## src/rtl/alu_share_ctrl.sv

```systemverilog
// Round-robin controller that time-shares one registered ALU between two requesters.
// Optional macro DIVZERO_TRAP_EN answers div/mod by zero directly without using the ALU.
module alu_share_ctrl #(
   parameter int unsigned ALU_LAT = 1,
   parameter int unsigned DW      = 13
) (
   input  logic          aclk,
   input  logic          rst,
   // requester 0
   input  logic          req0_valid,
   output logic          req0_ready,
   input  logic [DW-1:0] req0_x,
   input  logic [DW-1:0] req0_y,
   input  logic [2:0]    req0_op,
   // requester 1
   input  logic          req1_valid,
   output logic          req1_ready,
   input  logic [DW-1:0] req1_x,
   input  logic [DW-1:0] req1_y,
   input  logic [2:0]    req1_op,
   // response channel
   output logic          rsp_valid,
   input  logic          rsp_ready,
   output logic          rsp_id,
   output logic [DW-1:0] rsp_result,
   output logic          rsp_zero,
   output logic          rsp_err,
   // ALU interface
   output logic [DW-1:0] alu_x,
   output logic [DW-1:0] alu_y,
   output logic [2:0]    alu_op,
   input  logic [DW-1:0] alu_result,
   input  logic          alu_status
);

   localparam logic [2:0] OpDiv   = 3'b011;
   localparam logic [2:0] OpMod   = 3'b100;
   localparam logic [2:0] LatInit = 3'(ALU_LAT);

   typedef enum logic [1:0] {StIdle, StWait, StResp} state_e;

   state_e        state_q, state_d;
   logic [2:0]    cnt_q, cnt_d;
   logic          last_grant_q, last_grant_d;
   logic [DW-1:0] alu_x_q, alu_x_d;
   logic [DW-1:0] alu_y_q, alu_y_d;
   logic [2:0]    alu_op_q, alu_op_d;
   logic          rsp_id_q, rsp_id_d;
   logic [DW-1:0] rsp_result_q, rsp_result_d;
   logic          rsp_zero_q, rsp_zero_d;
   logic          rsp_err_q, rsp_err_d;

   logic          any_valid;
   logic          grant;
   logic [DW-1:0] sel_x;
   logic [DW-1:0] sel_y;
   logic [2:0]    sel_op;
   logic          trap;

   // Arbitration: on contention the requester that did not win last time is chosen.
   always_comb begin
      any_valid = req0_valid | req1_valid;
      if (req0_valid && req1_valid) begin
         grant = ~last_grant_q;
      end else begin
         grant = req1_valid;
      end
      sel_x  = grant ? req1_x  : req0_x;
      sel_y  = grant ? req1_y  : req0_y;
      sel_op = grant ? req1_op : req0_op;
   end

`ifdef DIVZERO_TRAP_EN
   assign trap = ((sel_op == OpDiv) || (sel_op == OpMod)) && (sel_y == '0);
`else
   assign trap = 1'b0;
`endif

   always_comb begin
      state_d      = state_q;
      cnt_d        = cnt_q;
      last_grant_d = last_grant_q;
      alu_x_d      = alu_x_q;
      alu_y_d      = alu_y_q;
      alu_op_d     = alu_op_q;
      rsp_id_d     = rsp_id_q;
      rsp_result_d = rsp_result_q;
      rsp_zero_d   = rsp_zero_q;
      rsp_err_d    = rsp_err_q;
      req0_ready   = 1'b0;
      req1_ready   = 1'b0;

      unique case (state_q)
         StIdle: begin
            req0_ready = req0_valid & ~grant;
            req1_ready = req1_valid & grant;
            if (any_valid) begin
               last_grant_d = grant;
               rsp_id_d     = grant;
               if (trap) begin
                  // Trapped ops never touch the ALU bus.
                  rsp_result_d = '0;
                  rsp_zero_d   = 1'b1;
                  rsp_err_d    = 1'b1;
                  state_d      = StResp;
               end else begin
                  alu_x_d  = sel_x;
                  alu_y_d  = sel_y;
                  alu_op_d = sel_op;
                  cnt_d    = LatInit;
                  state_d  = StWait;
               end
            end
         end
         StWait: begin
            if (cnt_q == 3'd0) begin
               rsp_result_d = alu_result;
               rsp_zero_d   = alu_status;
               rsp_err_d    = 1'b0;
               state_d      = StResp;
            end else begin
               cnt_d = cnt_q - 3'd1;
            end
         end
         StResp: begin
            if (rsp_ready) begin
               state_d = StIdle;
            end
         end
         default: begin
            state_d = StIdle;
         end
      endcase
   end

   always_ff @(posedge aclk) begin
      if (rst) begin
         state_q      <= StIdle;
         cnt_q        <= 3'd0;
         last_grant_q <= 1'b1;
         alu_x_q      <= '0;
         alu_y_q      <= '0;
         alu_op_q     <= 3'b000;
         rsp_id_q     <= 1'b0;
         rsp_result_q <= '0;
         rsp_zero_q   <= 1'b0;
         rsp_err_q    <= 1'b0;
      end else begin
         state_q      <= state_d;
         cnt_q        <= cnt_d;
         last_grant_q <= last_grant_d;
         alu_x_q      <= alu_x_d;
         alu_y_q      <= alu_y_d;
         alu_op_q     <= alu_op_d;
         rsp_id_q     <= rsp_id_d;
         rsp_result_q <= rsp_result_d;
         rsp_zero_q   <= rsp_zero_d;
         rsp_err_q    <= rsp_err_d;
      end
   end

   assign rsp_valid  = (state_q == StResp);
   assign rsp_id     = rsp_id_q;
   assign rsp_result = rsp_result_q;
   assign rsp_zero   = rsp_zero_q;
   assign rsp_err    = rsp_err_q;
   assign alu_x      = alu_x_q;
   assign alu_y      = alu_y_q;
   assign alu_op     = alu_op_q;

endmodule

```

## config.mk

```make
export PLATFORM = sky130hd
export DESIGN_NAME = alu_share_ctrl
export DESIGN_NICKNAME = d
export VERILOG_FILES = /design/src/rtl/alu_share_ctrl.sv
export SDC_FILE = /design/constraint.sdc
export NUM_CORES = 1
export LEC_CHECK = 0
export ABC_CLOCK_PERIOD_IN_PS = 1300
export CAP_MARGIN = 5
export CORE_UTILIZATION = 35
export CTS_CLUSTER_DIAMETER = 50
export DETAILED_ROUTE_END_ITERATION = 16
export HOLD_SLACK_MARGIN = 0.06
export PLACE_DENSITY_LB_ADDON = 0.08
export SLEW_MARGIN = 20
export SYNTH_ARGS = -nofsm -noshare
export SYNTH_HDL_FRONTEND = slang
export SYNTH_SLANG_ARGS = --single-unit
```

## constraint.sdc

```tcl
create_clock -name aclk -period 1.3 [get_ports aclk]
set_input_delay 0.325 -clock aclk [delete_from_list [all_inputs] [get_ports aclk]]
set_output_delay 0.325 -clock aclk [all_outputs]
set_load 0.01 [all_outputs]
```

==> key figures <==
Die
  • Die H: 81.9 um
  • I/O pin total: 125
  • Horiz. Die Dim: 81.9 um
  • Core ar.: 0.00603 sq mm
  • Die area: 0.00670 sq mm
  • Starting Density: 0.371
  • # rows: 28

Power
  • Net switching power: 1.42 mW
  • Int Power: 3.20 mW
  • Clock share of power: 0.203
  • Combinational fraction of design power: 0.386
  • VDD IR-drop max: 0.611 mV
  • LEAKAGE: 1.60 nW
  • Sequential fraction of design power: 0.412
  • Net Sw Frac: 0.307
  • Power per Cell Area: 1180 mW/mm^2

Run
  • Max Cap Viol: 0

Route
  • Top sig layer: met4
  • Drt total wl: 5890 um
  • DR WL/cell: 13.9 um
  • Met2 WL: 2830 um
  • Initial drt markers: 43
  • WL met3: 547 um
  • Antenna Nets Post-Route: 0
  • Detail-routed via count per cell: 4.77
  • M1 WL: 2470 um
  • # DRC: 0
  • DR pass1 iterations: 3
  • Vias: 2018

Place
  • RD Place Congestion: 0.671
  • Placed cell count: 409
  • Placed cell area: 0.00365 sq mm
  • Final HPWL from detailed placement: 4070 um
  • I/O Buffers: 123

Layout
  • Final nets: 426
  • Multi-input logic area: 0.00120 sq mm
  • Layout cell share with drive strength beyond 1: 0.233
  • Finished layout cell area: 0.00392 sq mm
  • Reg area: 0.00101 sq mm
  • Fill count: 537
  • Syn-to-layout area delta: 75.4%
  • Inserted Diodes: 0
  • Post-Layout Cell Count: 423

Critical path
  • Reg2Reg Depth: 6
  • Setup crit end kind: output port
  • WS Path Type: flop to output port
  • Reg2reg start: cnt_q[0]
  • CP max FO: 3
  • Data required, critical path: 980 ps
  • Critical Path Source Type: flop
  • R2R Path End: cnt_q[2]
  • R2R setup slack: -40 ps
  • WP data arrival: 1120 ps

Timing
  • Final Max Slew Viols: 0
  • Max Freq: 0.693 GHz
  • RSZ-0062 raised after global routing: yes
  • Worst hold slack: 453 ps
  • Crit path time final: 1440 ps
  • Clk_skew: 10.0 ps
  • # setup viols final: 28
  • Fin crit share: 1.11
  • Worst setup margin: -143 ps
  • Final Hold Vio Count: 0

Synthesis
  • Syn_nets: 287
  • Post-Syn Instances: 208
  • Post-Syn Area: 0.00223 sq mm
  • Mean Syn Cell Area: 10.7 sq um
  • Sequential share of the synthesized area: 0.448
  • Top area cells in the synthesized netlist: dfxtp_1 (45%), mux2i_1 (13%), o2bb2ai_1 (7.5%)
  • Synth unique cells: 35
  • Synthesis Warnings: 0
  • Yosys reg bits: 50
  • Largest area contributor in the netlist: dfxtp_1
  • Synth top area share: 0.448

Clock network
  • Max Buffers Root-to-Sink: 2
  • H-tree depth: 2
  • Num CTS Buffers: 5
  • Reg clk slew, reported paths: 80 ps
  • Skew-Pair Late Insertion Delay: 300 ps
  • TritonCTS clock tree: built
  • Root Buffer: clkbuf_8
  • Clock sinks: 50

Min path
  • Hold path startpoint: rsp_zero
  • Hold Path Class: flop to flop
  • WHS Path Cells: 2
  • Hold endpoint: rsp_zero

Global route
  • Number of global-route vias before repair: 1887
  • Pin count of the biggest net entering global routing: 30
  • Initial antenna violation count: 0
  • GRT Overall Usage: 0.167
  • Global route overflow: 0
  • First-pass GRT wire length: 8530 um

Outcome
  • Failing checks: setup timing
  • Outcome: finished, violations left
-- metal layers --
| metal | vias up | track usage |
|---|---|---|
| li1 | 1017 | - |
| met1 | 916 | 0.189 |
| met2 | 80 | 0.290 |
| met3 | 5 | 0.0678 |
| met4 | 0 | 0.0421 |
| met5 | - | 0 |
-- kinds of logic (layout without fill, tap and decap cells) --
| group | count (synthesis) | count (layout) | synth area share |
|---|---|---|---|
| other | 1 | 1 | 0.00168 |
| buffers and inverters | 19 | 159 | 0.0611 |
| XOR/XNOR | 1 | 1 | 0.00392 |
| AO/OA/AOI/OAI | 56 | 56 | 0.221 |
| multiplexers | 29 | 29 | 0.130 |
| AND/OR/NAND/NOR | 50 | 50 | 0.123 |
| adder cells (fa/ha/maj) | 2 | 2 | 0.0112 |
| flip-flops | 50 | 50 | 0.448 |
-- critical path, cell delays in order, from the launching register on --
cell and delay (ps):
dfxtp_4 360, a21boi_4 190, and2_4 170, buf_6 90
-- worst max path at each step --
stage                            start  slack, ps  depth (start not counted)             end
after floorplan               cnt_q[1]          2                          7  rsp_result[12]
after global placement      req0_valid       -730                          4      req0_ready
after detailed placement    req0_valid       -760                          4      req0_ready
after CTS                   state_q[1]       -200                          4      req0_ready
after global routing        state_q[0]       -200                          4      req0_ready
final                     last_grant_q       -140                          3      req1_ready
-- sequential cells by signal (all words and copies together) (netlist names) --
| register | count |
|---|---|
| alu_x | 13 |
| alu_y | 13 |
| rsp_result | 13 |
| alu_op | 3 |
| cnt_q | 3 |
| state_q | 2 |
| last_grant_q | 1 |
| rsp_id | 1 |
| rsp_zero | 1 |
-- timing repair --
item,4_1_cts,5_1_grt
pin swaps,2,4
endpoints found under the hold margin,0,0
resized for setup,73,47
hold buffers,0,0
setup buffers,2,0
endpoints found under the setup margin,93,68
cloned,0,4
-- stage by stage --
step | total power, mW | setup TNS, ps | setup slack, ps | utilization
floorplan | 2.79 | 0 | 1.67 | -
global placement | 3.63 | -16420 | -728 | 0.605
detailed placement | 3.64 | -17320 | -755 | 0.605
CTS | 4.50 | -618 | -199 | 0.620
global route | 4.90 | -3300 | -205 | 0.650
finish | 4.61 | -672 | -143 | 0.650
-- layout make-up --
type                       count  area share
tap                           75      0.0240
clock buffer                   6      0.0211
clock inverter                 2     0.00319
inverter                       3     0.00287
sequential                    50       0.259
timing repair buffer         148       0.385
multi-input combinational    139       0.305
-- power by group through the flow --
stage / logic, mW / clock network [mW] / registers (mW)
floorplan: 0.794 / 0 / 1.99
global placement: 1.71 / 0 / 1.92
detailed placement: 1.71 / 0 / 1.92
CTS: 1.63 / 0.967 / 1.89
global route: 1.92 / 1.05 / 1.93
finish: 1.78 / 0.934 / 1.90
-- synthesized netlist by cell type, drive strengths merged --
master and count:
a2111oi 2, a211o 1, a211oi 1, a21boi 1, a21oi 17, and2 1, buf 14, clkbuf 2
conb 1, dfxtp 50, ha 2, inv 3, mux2i 29, nand2 30, nand2b 3, nand3b 1
nor2 8, nor2b 2, nor3 3, nor3b 1, o21a 1, o21ai 4, o2bb2ai 29, or3 1
xnor2 1
-- cells in the final DEF, fill, tap and decap left out, drive strengths merged --
cell type | Yosys | layout
nand2b | 3 | 3
a21oi | 17 | 17
a211o | 1 | 1
ha | 2 | 2
and2 | 1 | 1
nor3 | 3 | 3
o21a | 1 | 1
clkinv | 0 | 1
dfxtp | 50 | 50
clkdlybuf4s15 | 0 | 14
clkinvlp | 0 | 1
nor3b | 1 | 1
nand3b | 1 | 1
a21boi | 1 | 1
conb | 1 | 1
or3 | 1 | 1
dlygate4sd2 | 0 | 28
nand2 | 30 | 30
a211oi | 1 | 1
inv | 3 | 3
a2111oi | 2 | 2
mux2i | 29 | 29
clkbuf | 2 | 13
buf | 14 | 25
o2bb2ai | 29 | 29
nor2 | 8 | 8
xnor2 | 1 | 1
clkdlybuf4s50 | 0 | 74
o21ai | 4 | 4
nor2b | 2 | 2
Power figures use the tool's default switching activity.
